[src/rtl/systolic_feeder.sv]
// systolic_feeder
//   Operand producer for an array_size x array_size systolic MAC array.
//   The block first buffers one tile from a valid/ready stream. Beat k carries
//   column k of A and row k of B. It then pulses pe_clear for one cycle. Next
//   it streams the tile into the array with diagonal skew and zero padding.
//   After that it idles the buses while the array drains, and finally pulses
//   done.
//
// Ports
//   clk       : single clock, rising edge
//   reset     : synchronous reset, active-low
//   in_valid  : upstream beat valid
//   in_ready  : feeder can accept a beat (IDLE and LOAD only)
//   in_a      : beat k, lane i = A[i][k]
//   in_b      : beat k, lane j = B[k][j]
//   datain    : lane i feeds array row i
//   weightin  : lane j feeds array column j
//   pe_clear  : one-cycle accumulator clear to the array
//   busy      : high whenever the sequencer is not idle
//   done      : one-cycle pulse, array results are final
module systolic_feeder #(
    parameter int array_size = 4
) (
    input  logic                    clk,
    input  logic                    reset,
    input  logic                    in_valid,
    output logic                    in_ready,
    input  logic [8*array_size-1:0] in_a,
    input  logic [8*array_size-1:0] in_b,
    output logic [8*array_size-1:0] datain,
    output logic [8*array_size-1:0] weightin,
    output logic                    pe_clear,
    output logic                    busy,
    output logic                    done
);

    localparam int N  = array_size;
    localparam int W  = 8 * N;
    localparam int LW = (N > 2) ? $clog2(N) : 1;
    localparam int CW = $clog2(2 * N);

    typedef enum logic [2:0] {
        IDLE  = 3'd0,
        LOAD  = 3'd1,
        CLEAR = 3'd2,
        FEED  = 3'd3,
        FLUSH = 3'd4,
        DONE  = 3'd5
    } state_e;

    state_e          state_q, state_d;
    logic [LW-1:0]   load_cnt_q, load_cnt_d;
    logic [CW-1:0]   feed_cnt_q, feed_cnt_d;
    logic [W-1:0]    buf_a_q [N];
    logic [W-1:0]    buf_a_d [N];
    logic [W-1:0]    buf_b_q [N];
    logic [W-1:0]    buf_b_d [N];
    logic            in_ready_q, in_ready_d;
    logic            busy_q, busy_d;
    logic            pe_clear_q, pe_clear_d;
    logic            done_q, done_d;
    logic [W-1:0]    datain_q, datain_d;
    logic [W-1:0]    weightin_q, weightin_d;
    logic            xfer_s;

    assign xfer_s = in_valid & in_ready_q;

    // Sequencer next state, beat capture and cycle counters
    always_comb begin
        state_d    = state_q;
        load_cnt_d = load_cnt_q;
        feed_cnt_d = feed_cnt_q;
        for (int k = 0; k < N; k++) begin
            buf_a_d[k] = buf_a_q[k];
            buf_b_d[k] = buf_b_q[k];
        end
        case (state_q)
            IDLE: begin
                if (xfer_s) begin
                    buf_a_d[0] = in_a;
                    buf_b_d[0] = in_b;
                    load_cnt_d = LW'(1);
                    state_d    = LOAD;
                end else begin
                    state_d = IDLE;
                end
            end
            LOAD: begin
                if (xfer_s) begin
                    buf_a_d[load_cnt_q] = in_a;
                    buf_b_d[load_cnt_q] = in_b;
                    if (load_cnt_q == LW'(N - 1)) begin
                        load_cnt_d = '0;
                        state_d    = CLEAR;
                    end else begin
                        load_cnt_d = load_cnt_q + LW'(1);
                    end
                end else begin
                    state_d = LOAD;
                end
            end
            CLEAR: begin
                feed_cnt_d = '0;
                state_d    = FEED;
            end
            FEED: begin
                // The counter is reused to time the drain in FLUSH.
                if (feed_cnt_q == CW'(2 * N - 2)) begin
                    feed_cnt_d = '0;
                    state_d    = FLUSH;
                end else begin
                    feed_cnt_d = feed_cnt_q + CW'(1);
                end
            end
            FLUSH: begin
                if (feed_cnt_q == CW'(N - 1)) begin
                    feed_cnt_d = '0;
                    state_d    = DONE;
                end else begin
                    feed_cnt_d = feed_cnt_q + CW'(1);
                end
            end
            DONE: begin
                state_d = IDLE;
            end
            default: begin
                state_d    = IDLE;
                load_cnt_d = '0;
                feed_cnt_d = '0;
            end
        endcase
    end

    // Output values for the coming cycle, derived from the next state so they can be registered
    always_comb begin
        in_ready_d = (state_d == IDLE) || (state_d == LOAD);
        busy_d     = (state_d != IDLE);
        pe_clear_d = (state_d == CLEAR);
        done_d     = (state_d == DONE);
        datain_d   = '0;
        weightin_d = '0;
        if (state_d == FEED) begin
            // Lane i carries beat k on feed step i+k. This staggers row i and
            // column i by i cycles. Only one k matches per lane, so OR-merge is exact.
            for (int i = 0; i < N; i++) begin
                for (int k = 0; k < N; k++) begin
                    datain_d[8*i +: 8]   = datain_d[8*i +: 8] |
                        ((int'(feed_cnt_d) == i + k) ? buf_a_d[k][8*i +: 8] : 8'h00);
                    weightin_d[8*i +: 8] = weightin_d[8*i +: 8] |
                        ((int'(feed_cnt_d) == i + k) ? buf_b_d[k][8*i +: 8] : 8'h00);
                end
            end
        end else begin
            datain_d   = '0;
            weightin_d = '0;
        end
    end

    // State, counters, tile buffer and registered outputs
    always_ff @(posedge clk) begin
        if (!reset) begin
            state_q    <= IDLE;
            load_cnt_q <= '0;
            feed_cnt_q <= '0;
            for (int k = 0; k < N; k++) begin
                buf_a_q[k] <= '0;
                buf_b_q[k] <= '0;
            end
            in_ready_q <= 1'b1;
            busy_q     <= 1'b0;
            pe_clear_q <= 1'b0;
            done_q     <= 1'b0;
            datain_q   <= '0;
            weightin_q <= '0;
        end else begin
            state_q    <= state_d;
            load_cnt_q <= load_cnt_d;
            feed_cnt_q <= feed_cnt_d;
            for (int k = 0; k < N; k++) begin
                buf_a_q[k] <= buf_a_d[k];
                buf_b_q[k] <= buf_b_d[k];
            end
            in_ready_q <= in_ready_d;
            busy_q     <= busy_d;
            pe_clear_q <= pe_clear_d;
            done_q     <= done_d;
            datain_q   <= datain_d;
            weightin_q <= weightin_d;
        end
    end

    assign in_ready = in_ready_q;
    assign busy     = busy_q;
    assign pe_clear = pe_clear_q;
    assign done     = done_q;
    assign datain   = datain_q;
    assign weightin = weightin_q;

endmodule

[config.mk]
export PLATFORM = sky130hd
export DESIGN_NAME = systolic_feeder
export DESIGN_NICKNAME = d
export VERILOG_FILES = /design/src/rtl/systolic_feeder.sv
export SDC_FILE = /design/constraint.sdc
export NUM_CORES = 1
export LEC_CHECK = 0
export ABC_AREA = 1
export CORE_AREA = 2 2 197 199
export DETAILED_ROUTE_END_ITERATION = 6
export DIE_AREA = 0 0 199 201
export PLACE_DENSITY = 0.69
export SETUP_SLACK_MARGIN = 0.4
export SYNTH_ARGS = -nofsm -noshare
export SYNTH_HDL_FRONTEND = slang
export SYNTH_SLANG_ARGS = --single-unit
[constraint.sdc]
create_clock -name clk -period 5.8 [get_ports clk]
set_input_delay 1.16 -clock clk [delete_from_list [all_inputs] [get_ports clk]]
set_output_delay 1.16 -clock clk [all_outputs]
set_load 0.05 [all_outputs]
==> flow_metrics.py <==
metrics = {
    "status": {
        "run_status": "completed",
    },
    "logic_synthesis": {
        "synth_area_sq_um": 14970,
        "yosysWarnings": 0,
        "syn_inst": 2186,
        "synth-seq-area-share_pct": 44.40,
        "synth.lib_cells_used.distinct": 27,
        "ys_top_cells_by_area": "sky130_fd_sc_hd__dfxtp_1 (44%), sky130_fd_sc_hd__nand2_1 (13%), sky130_fd_sc_hd__nand3_1 (9.0%), sky130_fd_sc_hd__nor2_1 (7.9%), sky130_fd_sc_hd__inv_1 (6.1%)",
        "synth.ff_latch_count": 332,
        "yosysTopAreaCell": "sky130_fd_sc_hd__dfxtp_1",
        "syn_avg_cell_area_sq_um": 6.848,
        "netlist.area_leader.share_pct": 44.40,
        "synth_fp_nets": 2261,
    },
    "min_path": {
        "hold_start": "buf_a_q[1][27]",
        "timing.hold.worst_path_depth": 2,
        "hold_worst_path_end": "buf_a_q[1][27]",
        "worstHoldPathType": "flip-flop to flip-flop",
    },
    "worst_setup_path": {
        "worstPathCellList": "clkdlybuf4s50_1 -> nand2_1 -> nor2_8 -> buf_4 -> nand2_1 -> nand4_1 -> nand2_4 -> nor2_1",
        "critical_path.most_common_cell": "sky130_fd_sc_hd__nand2_1",
        "rr_endpoint": "datain[26]",
        "r2r.worst_path.cells": 10,
        "critical-path-slowest-cell": "sky130_fd_sc_hd__nand2_4",
        "worst-path-buf-inv": 2,
        "cp.required_ns": 6.22,
        "worstReg2RegStart": "feed_cnt_q[0]",
        "crit_type": "input port to flip-flop",
        "cp_top_family": "simple AND/OR/NAND/NOR gates",
        "cp-end-kind": "flip-flop",
        "crit_arrival_ns": 3.98,
        "timing.critical_path.from": "in_valid",
        "startpoint_class": "input port",
        "ff2ff_setup_slack_ns": 2.57,
        "path_max_fanout": 64,
        "critical-path-max-stage-delay_ns": 0.57,
    },
    "cells_and_area": {
        "num_antenna_cells": 0,
        "nFillCells": 3751,
        "drive_gt1_share_pct": 4.773,
        "design.final.nets": 2291,
        "utilization_pct": 46.02,
        "syn2layout_area_growth_pct": 17.16,
        "multi_input_comb_area_sq_um": 6551,
        "final_common_cell": "sky130_fd_sc_hd__nand2_1",
        "ff_latch_area_sq_um": 6646,
        "layout_common_cells": "sky130_fd_sc_hd__nand2_1 (501), sky130_fd_sc_hd__dfxtp_1 (332), sky130_fd_sc_hd__nor2_1 (314), sky130_fd_sc_hd__nand3_1 (268), sky130_fd_sc_hd__inv_1 (242)",
    },
    "global_route": {
        "grt_pass1_wl_mm": 68.02,
        "globalRoute.totalOverflow": 0,
        "globalRoute.busiestLayer": "met2",
        "globalRouteMet3Util_pct": 3.159,
        "global_route_total_usage_across_every_layer_pct": 20.99,
        "pin_count_of_the_biggest_net_entering_global_routing": 135,
        "grt_antenna_before_repair": 0,
        "via_count_of_the_first_global_routing_pass": 13290,
        "globalRouteMet2Util_pct": 35.00,
        "grt_util_met1_pct": 27.47,
    },
    "power": {
        "seq_power_share_pct": 45.9,
        "ir_drop_mv": 0.2168,
        "power.density_nw_per_um2": 290.4,
        "combinationalPowerShare_pct": 5.8,
        "part_of_the_power_in_the_clock_network_pct": 48.3,
        "netSwitchingFraction_pct": 22.63,
        "total_switching_power_uw": 1153,
        "static_leakage_uw": 0.007509,
        "internal-power_uw": 3941,
    },
    "timing": {
        "timing_worst_slew_pin_value_ns": 1.172,
        "fin_worst_skew_ns": 0.008230,
        "timing.fmax_mhz": 281.1,
        "report.final.setup_viol": 0,
        "final.period_utilization_pct": 61.33,
        "grt_setup_unrepaired": "false",
        "hold_violations": 0,
        "finalWorstPathRequiredPeriod_ns": 3.557,
        "slew-limit-headroom_pct": 21.88,
        "tns_ns": 0,
        "finalMaxSlewViolations": 0,
    },
    "cts": {
        "cts.repair_timing.setup_buffer_count": 0,
        "cts_made_buffers": 37,
        "tritoncts": "built",
        "clkSlewWorstSetupHoldPaths_ns": 0.05,
        "tritoncts_num_sinks": 332,
        "cts_hold_buf": 0,
        "ctsLongestPathBuffers": 3,
        "cts_root_buffer": "sky130_fd_sc_hd__clkbuf_16",
        "htree_depth": 2,
        "gates_resized_cts_repair": 0,
        "worst_skew_pair.late_latency_ns": 0.52,
    },
    "die": {
        "start_util_pct": 39.28,
        "die_area_sq_um": 40000,
        "placement_rows": 72,
        "core_area_sq_um": 38110,
        "floorplan.io_pins": 135,
        "die_y_um": 201,
        "die_x_um": 199,
    },
    "routing": {
        "ant_nets": 0,
        "wirelength_mm": 42.50,
        "firstDrtPassIters": 7,
        "first_iter_violations": 1223,
        "route.detailed.wl_per_inst_um": 15.40,
        "vias": 14000,
        "via_per_inst": 5.071,
        "drc": 0,
    },
    "run": {
        "drv_cap": 0,
    },
    "place": {
        "finalWeightedCongestion": 0.8231,
        "hpwlAfterDp_mm": 23.66,
        "numPortBuffers": 134,
    },
}
## worst max-delay path by stage
stage | to | slack, ns | cells after the start
final | datain[28] | 2.24 | 8
after global routing | weightin[12] | 2.11 | 10
after CTS | datain[28] | 2.27 | 8
after detailed placement | weightin[5] | 1.71 | 8
after global placement | datain[0] | 1.79 | 11
after floorplan | weightin[26] | 3.43 | 11
## layer usage
metal  up-vias  share of wire, %
li1       6968                 -
met1      6506                44
met2       457                47
met3        65               6.3
met4         0               2.6
met5         -                 0
## tightest hold or removal path, cell delays in order (launching register included)
cell,delay (ns)
sky130_fd_sc_hd__dfxtp_1,0.29
sky130_fd_sc_hd__nand2_1,0.07
sky130_fd_sc_hd__a21oi_1,0.06
## metrics by stage
stage               power [uW]  hold WS, ns  worst slack (ns)  instance area (sq um)  instances
global placement          2674       0.4559             1.789                  16260       2695
global route              5264       0.4837             2.108                  17540       2760
CTS                       5132       0.4700             2.274                  17540       2760
finish                    5094       0.4669             2.243                  17540       2760
floorplan                 2573       0.4464             3.426                  14970       2186
detailed placement        2681       0.4608             1.711                  16260       2695
## final cells by class
class | instances | share of cell area [%]
sequential | 332 | 37.90
multi-input combinational | 1446 | 37.35
timing repair buffer | 146 | 8.233
clock buffer | 54 | 6.399
inverter | 253 | 5.515
tap | 518 | 3.696
clock inverter | 11 | 0.9060
## synthesized netlist by cell type
cell type                  instances
sky130_fd_sc_hd__a21oi_1          88
sky130_fd_sc_hd__a31oi_1           1
sky130_fd_sc_hd__buf_1             7
sky130_fd_sc_hd__buf_2            47
sky130_fd_sc_hd__buf_4            29
sky130_fd_sc_hd__buf_6            12
sky130_fd_sc_hd__clkbuf_1         60
sky130_fd_sc_hd__dfxtp_1         332
sky130_fd_sc_hd__ha_1              8
sky130_fd_sc_hd__inv_1           243
sky130_fd_sc_hd__inv_2             6
sky130_fd_sc_hd__inv_4             4
sky130_fd_sc_hd__nand2_1         501
sky130_fd_sc_hd__nand2_2           5
sky130_fd_sc_hd__nand2_4           3
sky130_fd_sc_hd__nand3_1         269
sky130_fd_sc_hd__nand3_2           4
sky130_fd_sc_hd__nand3_4           2
sky130_fd_sc_hd__nand3b_1          1
sky130_fd_sc_hd__nand4_1          65
sky130_fd_sc_hd__nor2_1          314
sky130_fd_sc_hd__nor2_2            4
sky130_fd_sc_hd__nor2_4            1
sky130_fd_sc_hd__nor2_8            5
sky130_fd_sc_hd__o211ai_1          2
sky130_fd_sc_hd__o21ai_0         107
sky130_fd_sc_hd__o21ai_1          66
## state kept, by name, summed over array words and instances, names as in the netlist
signal,count
busy,1
datain,32
buf_a_q,128
state_q,3
buf_b_q,128
pe_clear,1
in_ready,1
done,1
load_cnt_q,2
feed_cnt_q,3
weightin,32
## power groups by stage
stage | registers [uW] | logic, uW | clock network [uW]
floorplan | 2380 | 189 | 0
CTS | 2340 | 296 | 2500
detailed placement | 2390 | 294 | 0
finish | 2340 | 297 | 2460
global placement | 2390 | 288 | 0
global route | 2340 | 331 | 2590
## kinds of logic after synthesis
group,count (synthesis),share of synthesized area (%)
simple gates,1174,34.04
buf+inv,408,12.02
compound gates,264,8.868
fa+ha+maj,8,0.6687
flops,332,44.40
Note: power is estimated with default switching activity, not from simulation.
